<file path="src/rtl/pkt_tx_arbiter.sv">
// Packet-granular round-robin arbiter sharing the MAC pkt_tx_* write port among NUM_SRC sources.
// A grant is held from sop through eop; every forwarded beat is registered once.
module pkt_tx_arbiter #(
  parameter int unsigned NUM_SRC = 2
) (
  input  logic                  clk_156m25,
  input  logic                  reset_156m25,
  input  logic [NUM_SRC*64-1:0] src_tx_data,
  input  logic [NUM_SRC-1:0]    src_tx_val,
  input  logic [NUM_SRC-1:0]    src_tx_sop,
  input  logic [NUM_SRC-1:0]    src_tx_eop,
  input  logic [NUM_SRC*3-1:0]  src_tx_mod,
  output logic [NUM_SRC-1:0]    src_tx_rdy,
  output logic [63:0]           pkt_tx_data,
  output logic                  pkt_tx_val,
  output logic                  pkt_tx_sop,
  output logic                  pkt_tx_eop,
  output logic [2:0]            pkt_tx_mod,
  input  logic                  pkt_tx_full,
  output logic [NUM_SRC-1:0]    arb_grant,
  output logic [31:0]           arb_pkt_cnt,
  output logic                  arb_proto_err
);

  localparam int unsigned IDX_W  = (NUM_SRC > 1) ? $clog2(NUM_SRC) : 1;
  localparam int unsigned DATA_W = 64;
  localparam int unsigned MOD_W  = 3;
  localparam int unsigned CNT_W  = 32;

  typedef enum logic {IDLE, XFER} state_e;

  state_e             state_q, state_d;
  logic [NUM_SRC-1:0] grant_q, grant_d;
  logic [IDX_W-1:0]   last_q, last_d;
  logic               first_q, first_d;
  logic [DATA_W-1:0]  data_q, data_d;
  logic [MOD_W-1:0]   mod_q, mod_d;
  logic               val_q, val_d;
  logic               sop_q, sop_d;
  logic               eop_q, eop_d;
  logic [CNT_W-1:0]   cnt_q, cnt_d;
  logic               err_q, err_d;

  logic [NUM_SRC-1:0] cand;
  logic               win_found;
  logic [IDX_W-1:0]   win_idx;
  int unsigned        idx;
  logic [DATA_W-1:0]  sel_data;
  logic [MOD_W-1:0]   sel_mod;
  logic               sel_val, sel_sop, sel_eop;
  logic               accept;

  assign cand       = src_tx_val & src_tx_sop;
  assign src_tx_rdy = (state_q == XFER && !pkt_tx_full) ? grant_q : '0;
  assign accept     = (state_q == XFER) && !pkt_tx_full && sel_val;

  // Round-robin search upward from the source after the last grant
  always_comb begin
    win_found = 1'b0;
    win_idx   = last_q;
    idx       = 0;
    for (int unsigned k = 1; k <= NUM_SRC; k++) begin
      idx = 32'(last_q) + k;
      if (idx >= NUM_SRC) idx = idx - NUM_SRC;
      if (!win_found && cand[IDX_W'(idx)]) begin
        win_found = 1'b1;
        win_idx   = IDX_W'(idx);
      end
    end
  end

  // Beat of the granted source
  always_comb begin
    sel_data = '0;
    sel_mod  = '0;
    sel_val  = 1'b0;
    sel_sop  = 1'b0;
    sel_eop  = 1'b0;
    for (int i = 0; i < int'(NUM_SRC); i++) begin
      if (grant_q[i]) begin
        sel_data = src_tx_data[i*DATA_W +: DATA_W];
        sel_mod  = src_tx_mod[i*MOD_W +: MOD_W];
        sel_val  = src_tx_val[i];
        sel_sop  = src_tx_sop[i];
        sel_eop  = src_tx_eop[i];
      end
    end
  end

  always_comb begin
    state_d = state_q;
    grant_d = grant_q;
    last_d  = last_q;
    first_d = first_q;
    data_d  = data_q;
    mod_d   = mod_q;
    val_d   = 1'b0;
    sop_d   = 1'b0;
    eop_d   = 1'b0;
    cnt_d   = cnt_q;
    err_d   = err_q;
    case (state_q)
      IDLE: begin
        if (|(src_tx_val & ~src_tx_sop)) err_d = 1'b1;
        if (win_found) begin
          state_d = XFER;
          grant_d = NUM_SRC'(1) << win_idx;
          last_d  = win_idx;
          first_d = 1'b1;
        end
      end
      XFER: begin
        if (accept) begin
          val_d   = 1'b1;
          sop_d   = sel_sop & first_q;
          eop_d   = sel_eop;
          data_d  = sel_data;
          mod_d   = sel_mod;
          first_d = 1'b0;
          // A repeated sop is flagged but the packet keeps flowing
          if (sel_sop && !first_q) err_d = 1'b1;
          if (sel_eop) begin
            cnt_d   = cnt_q + 32'd1;
            state_d = IDLE;
            grant_d = '0;
          end
        end
      end
      default: state_d = IDLE;
    endcase
  end

  always_ff @(posedge clk_156m25) begin
    if (reset_156m25) begin
      state_q <= IDLE;
      grant_q <= '0;
      last_q  <= IDX_W'(NUM_SRC - 1);
      first_q <= 1'b0;
      data_q  <= '0;
      mod_q   <= '0;
      val_q   <= 1'b0;
      sop_q   <= 1'b0;
      eop_q   <= 1'b0;
      cnt_q   <= '0;
      err_q   <= 1'b0;
    end else begin
      state_q <= state_d;
      grant_q <= grant_d;
      last_q  <= last_d;
      first_q <= first_d;
      data_q  <= data_d;
      mod_q   <= mod_d;
      val_q   <= val_d;
      sop_q   <= sop_d;
      eop_q   <= eop_d;
      cnt_q   <= cnt_d;
      err_q   <= err_d;
    end
  end

  assign pkt_tx_data   = data_q;
  assign pkt_tx_mod    = mod_q;
  assign pkt_tx_val    = val_q;
  assign pkt_tx_sop    = sop_q;
  assign pkt_tx_eop    = eop_q;
  assign arb_grant     = grant_q;
  assign arb_pkt_cnt   = cnt_q;
  assign arb_proto_err = err_q;

endmodule

</file>
<file path="config.mk">
export PLATFORM = sky130hd
export DESIGN_NAME = pkt_tx_arbiter
export DESIGN_NICKNAME = d
export VERILOG_FILES = /design/src/rtl/pkt_tx_arbiter.sv
export SDC_FILE = /design/constraint.sdc
export NUM_CORES = 1
export LEC_CHECK = 0
export CORE_MARGIN = 3
export CORE_UTILIZATION = 40
export DETAILED_ROUTE_END_ITERATION = 6
export GPL_ROUTABILITY_DRIVEN = 0
export PLACE_DENSITY_LB_ADDON = 0.12
export RECOVER_POWER = 25
export SLEW_MARGIN = 20
export SYNTH_ARGS = -nofsm -noshare
export SYNTH_HDL_FRONTEND = slang
export SYNTH_SLANG_ARGS = --single-unit
</file>
<file path="constraint.sdc">
create_clock -name clk_156m25 -period 2.5 [get_ports clk_156m25]
set_clock_uncertainty 0.15 [all_clocks]
set_input_delay 0.5 -clock clk_156m25 [delete_from_list [all_inputs] [get_ports clk_156m25]]
set_output_delay 0.5 -clock clk_156m25 [all_outputs]
set_load 0.01 [all_outputs]
</file>
After elaboration in Yosys (flattened, before gate mapping):

Index checks and enable logic that the tools add are counted.

* bits in registers: 108
* memories: 0
* RAM bits: 0
* ROM bits: 0
* latch bits: 0
* input port bits: 143
* word-level logic and storage cells: 85

* divide/modulo/power cells: 0
* reductions and logical operators: 16
* $add $sub $neg: 5
* magnitude comparators: 4
* shifts and indexed selects: 1
* multipliers: 0
* equal/unequal tests: 5
* muxes and demuxes: 37
* bitwise gates (word level): 6

Operators with widths (number)
* 64-bit two-way mux: 2
* 32-bit by 1-bit adder with 32-bit output, second input constant: 1
* 1-bit two-way mux: 25
* 3-bit AND reduction: 3
* 2-bit two-way mux: 4
* 3-bit two-way mux: 2
* 2-bit by 1-bit inequality test with 1-bit output, second input constant: 3
* 1-bit case mux with 2 select lines: 3
* 2-bit AND reduction: 3
* 2-bit bitwise AND: 2
* 1-bit logical AND: 4
* 1-bit by 2-bit < comparator with 1-bit output, second input constant: 2
* 2-bit inequality test, second input constant: 2
* 2-bit case mux with 2 select lines: 1
* 2-bit OR reduction: 2
* 1-bit by 2-bit adder with 3-bit output, second input constant: 1
* 3-bit by 2-bit >= comparator with 1-bit output, second input constant: 1
* 1-bit logical NOT: 3
* 3-bit OR reduction: 1
* 1-bit by 1-bit adder with 2-bit output, second input constant: 1
* 2-bit >= comparator, second input constant: 1
* 1-bit inverter: 2
* 2-bit inverter: 1
* 1-bit by 1-bit left shift with 2-bit output, first input constant: 1
* other kinds (2): 3

Longest topological paths before layout:

Gate-level depths: netlist of the first run.

* word-level depth: 12
* gate-level depth with buffers: 7
* depth with buffers taken out: 5

Worst setup path after synthesis of the first run:

Ideal clock, no wire load.

* path kind: register -> output
* from: register grant_q[1] (netlist: arb_grant[1])
* to: output src_tx_rdy[1]
* path slack: 486 ps
* cell stages (with the launch flop): 5
* buffers on the path: 3
* data arrival time: 1364 ps
* cell sequence: dfxtp_1 > buf_2 > buf_1 > clkbuf_1 > and2_1

* cells in the longest elaborated chain, start to end: 1

Ends and longest elaborated chain
* from (decl): RTL line 33 `logic [NUM_SRC-1:0] grant_q, grant_d;`
* from (signal assigned): RTL line 148 `grant_q <= grant_d;`
* 2-bit two-way mux: RTL line 54 `assign src_tx_rdy = (state_q == XFER && !pkt_tx_full) ? grant_q : '0;`
* to (decl): RTL line 13 `output logic [NUM_SRC-1:0] src_tx_rdy,`

No other way between the ends.

Final worst setup path of the first run:

* from: input pkt_tx_full
* to: output src_tx_rdy[0]

* cells in the longest elaborated chain, start to end: 3

Ends and longest elaborated chain
* from (decl): RTL line 19 `input logic pkt_tx_full,`
* 1-bit logical NOT: RTL line 54
* 1-bit logical AND: RTL line 54
* 2-bit two-way mux: RTL line 54

No other way between the ends.

==> results.json, run 1 <==
{
  "path_common_cell": "clkdlybuf4s50_1",
  "hold_violations": 0,
  "setup_viol": 0,
  "finalSetupTns_ns": 0,
  "cts.sinks": 108,
  "synthArstFlopShare": 0,
  "die_h_um": 115,
  "wl_per_cell_um": 17.3,
  "timing.hold.ws_ns": 0.340,
  "fin_nets": 925,
  "power_leakage_nw": 2.80,
  "cp.required_ns": 1.85,
  "netlist_area_um2": 4740,
  "clockRootBuffer": "clkbuf_16",
  "die_w_um": 115,
  "end_kind": "output pin",
  "max_stage_delay_ns": 0.53,
  "cp_cell_sequence": "clkdlybuf4s50_1 > nor2b_2 > and2_1 > clkdlybuf4s50_1",
  "drt.antenna.violating_nets": 0,
  "period_minus_slack_ns": 2.42,
  "cts_buffers": 9,
  "areaGrowthSynthToFinish_pct": 62.6,
  "synth_nets": 690,
  "vdd_drop_max_mv": 0.398,
  "finalCritPeriodShare": 0.969,
  "cts_hold_buf": 0,
  "rows": 39,
  "powerDensity_nw_per_um2": 470,
  "place_area_um2": 7410,
  "synth-seq-cells": 108,
  "clock_path_buffers": 2,
  "slew_violations": 0,
  "synth_edf_count": 0,
  "start_util": 0.411,
  "startpoint_type": "input pin",
  "cp_data_arrival_time_ns": 1.77,
  "yosysSeqAreaShare": 0.456,
  "port_buffers": 249,
  "worst_pin_slew_ns": 0.744,
  "yosys_warnings": 0,
  "cts.clk_slew.worst_paths_ns": 0.06,
  "drive_above_1_share": 0.0650,
  "drv_cap": 0,
  "grt_pass1_wl_mm": 24.2,
  "avgSynthCellArea_um2": 8.68,
  "tritoncts": "built",
  "relSlewSlack": 0.504,
  "io-pin-count": 250,
  "diodes": 0,
  "place_worst_setup_slack_ns": -0.128,
  "routed_wl_mm": 16.0,
  "status": "complete, no violations",
  "grtUsageTotal": 0.226,
  "antenna_found_initial": 0,
  "dr.max_layer_used": "met4",
  "dpl.cell_count": 911,
  "fin_cells": 928,
  "drc": 0,
  "met2_length_mm": 7.62,
  "rsz0062_at_grt": "false",
  "wl_met1_mm": 6.66,
  "fmax_mhz": 413,
  "grt_pass1_vias": 4776,
  "yosysUniqueCellTypes": 43,
  "grt_max_degree": 71,
  "r2r_setup_slack_ns": 0.23,
  "die_area_um2": 13200,
  "core_area_um2": 11500,
  "num_vias": 5250,
  "avgViaCountPerCell": 5.66,
  "cp_max_fo": 3,
  "multi_input_area_um2": 2350,
  "nFillCells": 973,
  "synth_cells": 546,
  "insertion_delay_ns": 0.34,
  "htree_num_levels": 3,
  "design_area_um2": 7700,
  "setup_ws_ns": 0.0763,
  "grt_overflow": 0,
  "hold_path.class": "flip-flop to flip-flop",
  "crit_slowest_cell": "clkdlybuf4s50_1",
  "drt_pass1_iterations": 5,
  "met3_length_mm": 1.50,
  "synthFlopType": "dfxtp_1",
  "drtIter0Drc": 409,
  "dp_hpwl_mm": 11.7,
  "ff_latch_area_um2": 2160,
  "worstSetupPathType": "input pin to output pin"
}
## synth_stat cells (9+ instances only)
cell type,n,share of area
nor3_1,70,0.074
dfxtp_1,108,0.46
or4_1,12,0.019
clkbuf_1,33,0.026
o31ai_1,12,0.019
buf_2,12,0.013
nand3_1,9,0.0095
nor2b_1,9,0.012
a221oi_1,67,0.12
nand2_1,14,0.011
nor2_1,87,0.069
a21oi_1,25,0.026
## area by class of cell
class | count | area share
timing repair buffer | 275 | 0.350
clock buffer | 13 | 0.0325
multi-input combinational | 380 | 0.305
tap | 143 | 0.0232
inverter | 7 | 0.00341
clock inverter | 2 | 0.00455
sequential | 108 | 0.281
## where the power goes
group          switching (mW)  total (mW)  internal (mW)
clock network           0.590        1.39          0.799
registers              0.0217        1.77           1.75
logic                   0.183       0.465          0.282
## layout by cell type (no fill, tap or decap), types with 5 or more instances in the layout
| cell | n |
|---|---|
| clkdlybuf4s50_1 | 200 |
| dfxtp_1 | 107 |
| nor2_1 | 87 |
| nor3_1 | 70 |
| a221oi_1 | 67 |
| dlygate4sd3_1 | 47 |
| a21oi_1 | 24 |
| buf_4 | 22 |
| nand2_1 | 14 |
| o31ai_1 | 12 |
| or4_1 | 12 |
| nand3_1 | 9 |
| clkbuf_16 | 9 |
| mux2_2 | 8 |
| nor2b_1 | 7 |
| inv_1 | 7 |
| o21ai_0 | 7 |
| and4_1 | 6 |
| or3_1 | 6 |
| clkbuf_1 | 6 |
| nor4_1 | 5 |
## path summary, 6_finish.rpt
kind,start,to,depth (start not counted)
max reg2reg,arb_grant[1],arb_pkt_cnt[27],4
min,pkt_tx_data[57],pkt_tx_data[57],2
min reg2reg,pkt_tx_data[57],pkt_tx_data[57],2
max,pkt_tx_full,src_tx_rdy[0],4
## per-layer routing
layer	vias up	GRT usage
met4	0	0.0579
met2	229	0.373
li1	2546	-
met3	20	0.0753
met5	-	0
met1	2455	0.287
## per-stage QoR
stage	total power [mW]	utilization
finish	3.62	0.669
global route	3.78	0.669
CTS	3.66	0.669
detailed placement	2.28	0.644
global placement	2.27	0.644
floorplan	1.95	-
## critical path, delay by kind of cell
family / cells / cell delay [ns]
buf+inv: 2 / 0.98
simple gates: 2 / 0.29
## cells by family after synthesis
group,synth area share
AO/OA/AOI/OAI,0.206
XOR/XNOR,0.00925
adder cells (fa/ha/maj),0.00264
buffers and inverters,0.0523
flip-flops,0.456
multiplexers,0.0211
AND/OR/NAND/NOR,0.252
## state kept, by name, summed over array words and instances (netlist names)
name and cells:
last_q 1, arb_grant 2, first_q 1, arb_proto_err 1, arb_pkt_cnt 32, pkt_tx_mod 3
state_q 1, pkt_tx_val 1, pkt_tx_sop 1, pkt_tx_eop 1, pkt_tx_data 64
## what timing repair did
item,4_1_cts,5_1_grt
endpoints found under the setup margin,2,1
buffers inserted,1,1
resized for setup,2,0
No activity file was read; power rests on OpenSTA's default activity.
==> run 2, diff against run 1 <==
--- a/config.mk
+++ b/config.mk
@@ -5,8 +5,9 @@
 export SDC_FILE = /design/constraint.sdc
 export NUM_CORES = 1
 export LEC_CHECK = 0
-export CORE_MARGIN = 3
+export CORE_MARGIN = 4
 export CORE_UTILIZATION = 40
+export CTS_CLUSTER_DIAMETER = 120
 export DETAILED_ROUTE_END_ITERATION = 6
 export GPL_ROUTABILITY_DRIVEN = 0
 export PLACE_DENSITY_LB_ADDON = 0.12
==> run 2 against run 1 <==
Compared with the run above: worst hold slack got worse by 0.00088 ns; routed wire length rose by 1.4%; register-to-register slack improved by 0.04 ns; sequential power barely moved; global-route usage rose by 0.13 points; final cell count fell by 0.32%; fmax rose by 0.28%; clock-buffer cell count fell by 1; die area rose by 3.5%; flip-flop and latch count did not move; critical endpoint is now src_tx_rdy[1]; largest power group unchanged.
==> results.json, run 2 (synthesis results as in run 1) <==
{
  "status": "complete, no violations",
  "dpl.cell_count": 908,
  "ff_latch_area_um2": 2160,
  "routed_wl_mm": 16.3,
  "cts_buffers": 9,
  "drc": 0,
  "final_cell_mix": "clkdlybuf4s50_1 (200), dfxtp_1 (107), nor2_1 (87)",
  "htree_num_levels": 3,
  "final_util": 0.675,
  "cp.required_ns": 1.85,
  "wl_per_cell_um": 17.6,
  "drv_cap": 0,
  "power_leakage_nw": 2.84,
  "die_w_um": 117,
  "dp_hpwl_mm": 12.2,
  "drive_above_1_share": 0.0652,
  "crit_slowest_cell": "clkdlybuf4s50_1",
  "finalCritPeriodShare": 0.967,
  "end_kind": "output pin",
  "grt_max_degree": 63,
  "hold_violations": 0,
  "drt_pass1_iterations": 7,
  "core_area_um2": 11500,
  "slew_violations": 0,
  "largest_register_ffs": 64,
  "fmax_mhz": 414,
  "setup_viol": 0,
  "worstSetupPathType": "input pin to output pin",
  "vdd_drop_max_mv": 0.371,
  "num_vias": 5264,
  "io-pin-count": 250,
  "max_stage_delay_ns": 0.43,
  "port_buffers": 249,
  "relSlewSlack": 0.569,
  "cts_hold_buf": 0,
  "grtUsageTotal": 0.228,
  "cts.clk_slew.worst_paths_ns": 0.07,
  "diodes": 0,
  "worst_pin_slew_ns": 0.647,
  "start_util": 0.411,
  "fin_cells": 925,
  "multi_input_area_um2": 2350,
  "rsz0062_at_grt": "false",
  "die_area_um2": 13600,
  "fin_nets": 921,
  "insertion_delay_ns": 0.35,
  "crit_family": "buffers and inverters",
  "cp_data_arrival_time_ns": 1.77,
  "areaGrowthSynthToFinish_pct": 64.2,
  "startpoint_type": "input pin",
  "antenna_found_initial": 0,
  "rows": 39,
  "clockRootBuffer": "clkbuf_16",
  "avgViaCountPerCell": 5.69,
  "hold_path.class": "flip-flop to flip-flop",
  "cp_cell_sequence": "clkdlybuf4s50_1 > nor2b_1 > buf_4 > buf_4 > and2_1 > clkdlybuf4s15_1",
  "die_h_um": 117,
  "nFillCells": 974,
  "powerDensity_nw_per_um2": 491,
  "cts.sinks": 108,
  "period_minus_slack_ns": 2.42,
  "clock_path_buffers": 2,
  "grt_pass1_wl_mm": 24.6,
  "grt_pass1_vias": 4963,
  "drt.antenna.violating_nets": 0,
  "cp_max_fo": 7,
  "design_area_um2": 7780,
  "grt_overflow": 0,
  "mostFrequentLayoutCell": "clkdlybuf4s50_1",
  "place_area_um2": 7440,
  "path_common_cell": "buf_4",
  "drtIter0Drc": 448,
  "tritoncts": "built",
  "path_buf_inv": 4
}
==> run 2: cell count changes in the layout (fill, tap and decap cells not counted) <==
cell and change:
dlymetal6s2s_1 +1, clkinv_2 +1, buf_12 +4, bufinv_16 +1
nor2b_1 +1, clkbuf_1 -4, clkdlybuf4s15_1 +1, dlygate4sd3_1 -1
dlygate4sd2_1 -1, nor2b_2 -1, buf_4 -7, clkbuf_8 +2
==> run 2: repair_timing <==
item / CTS / global route
setup buffers: 1 / 0
endpoints found under the setup margin: 2 / 2
resized for setup: 1 / 2
pin swaps: 0 / 0
==> run 2: worst min-delay path: cells and delay by family, from the launching register on <==
| kind | cells | cell delay (ns) |
|---|---|---|
| flops | 1 | 0.31 |
| simple gates | 2 | 0.14 |
==> run 2: stage by stage <==
stage	total power [mW]	worst slack (ns)	hold WS (ns)	setup TNS (ns)
2_1_floorplan	1.95	0.486	0.315	0
3_3_place_gp	2.27	-0.0971	0.323	-0.316
3_5_place_dp	2.28	-0.113	0.334	-0.903
4_1_cts	3.87	0.0304	0.347	0
5_1_grt	3.96	0.0283	0.364	0
6_report	3.82	0.0832	0.340	0
==> run 2: routing by layer <==
layer,wire length (um),vias to the layer above,track usage,part of all wire
met5,0,-,0,0
met4,353,0,0.0688,0.022
met3,1520,23,0.0936,0.094
met2,8080,224,0.390,0.50
met1,6310,2489,0.261,0.39
li1,-,2528,-,-
==> run 2: where the power goes <==
| group | switching, mW | leakage [nW] | internal, mW |
|---|---|---|---|
| logic | 0.181 | 1.80 | 0.284 |
| registers | 0.0227 | 0.872 | 1.75 |
| clock network | 0.630 | 0.169 | 0.957 |
| total | 0.834 | 2.84 | 2.99 |
==> run 2: area by class of cell <==
| type | instances | share of cell area |
|---|---|---|
| sequential | 108 | 0.278 |
| multi-input combinational | 380 | 0.302 |
| clock inverter | 4 | 0.00901 |
| inverter | 7 | 0.00338 |
| tap | 143 | 0.0230 |
| timing repair buffer | 271 | 0.350 |
| clock buffer | 12 | 0.0343 |
==> run 2: path summary, 6_finish.rpt <==
path / from / to / slack (ns) / cells after the start
min reg2reg: pkt_tx_data[45] / pkt_tx_data[45] / 0.34 / 2
min: pkt_tx_data[45] / pkt_tx_data[45] / 0.34 / 2
max: pkt_tx_full / src_tx_rdy[1] / 0.08 / 6
max reg2reg: arb_grant[1] / arb_pkt_cnt[9] / 0.27 / 5
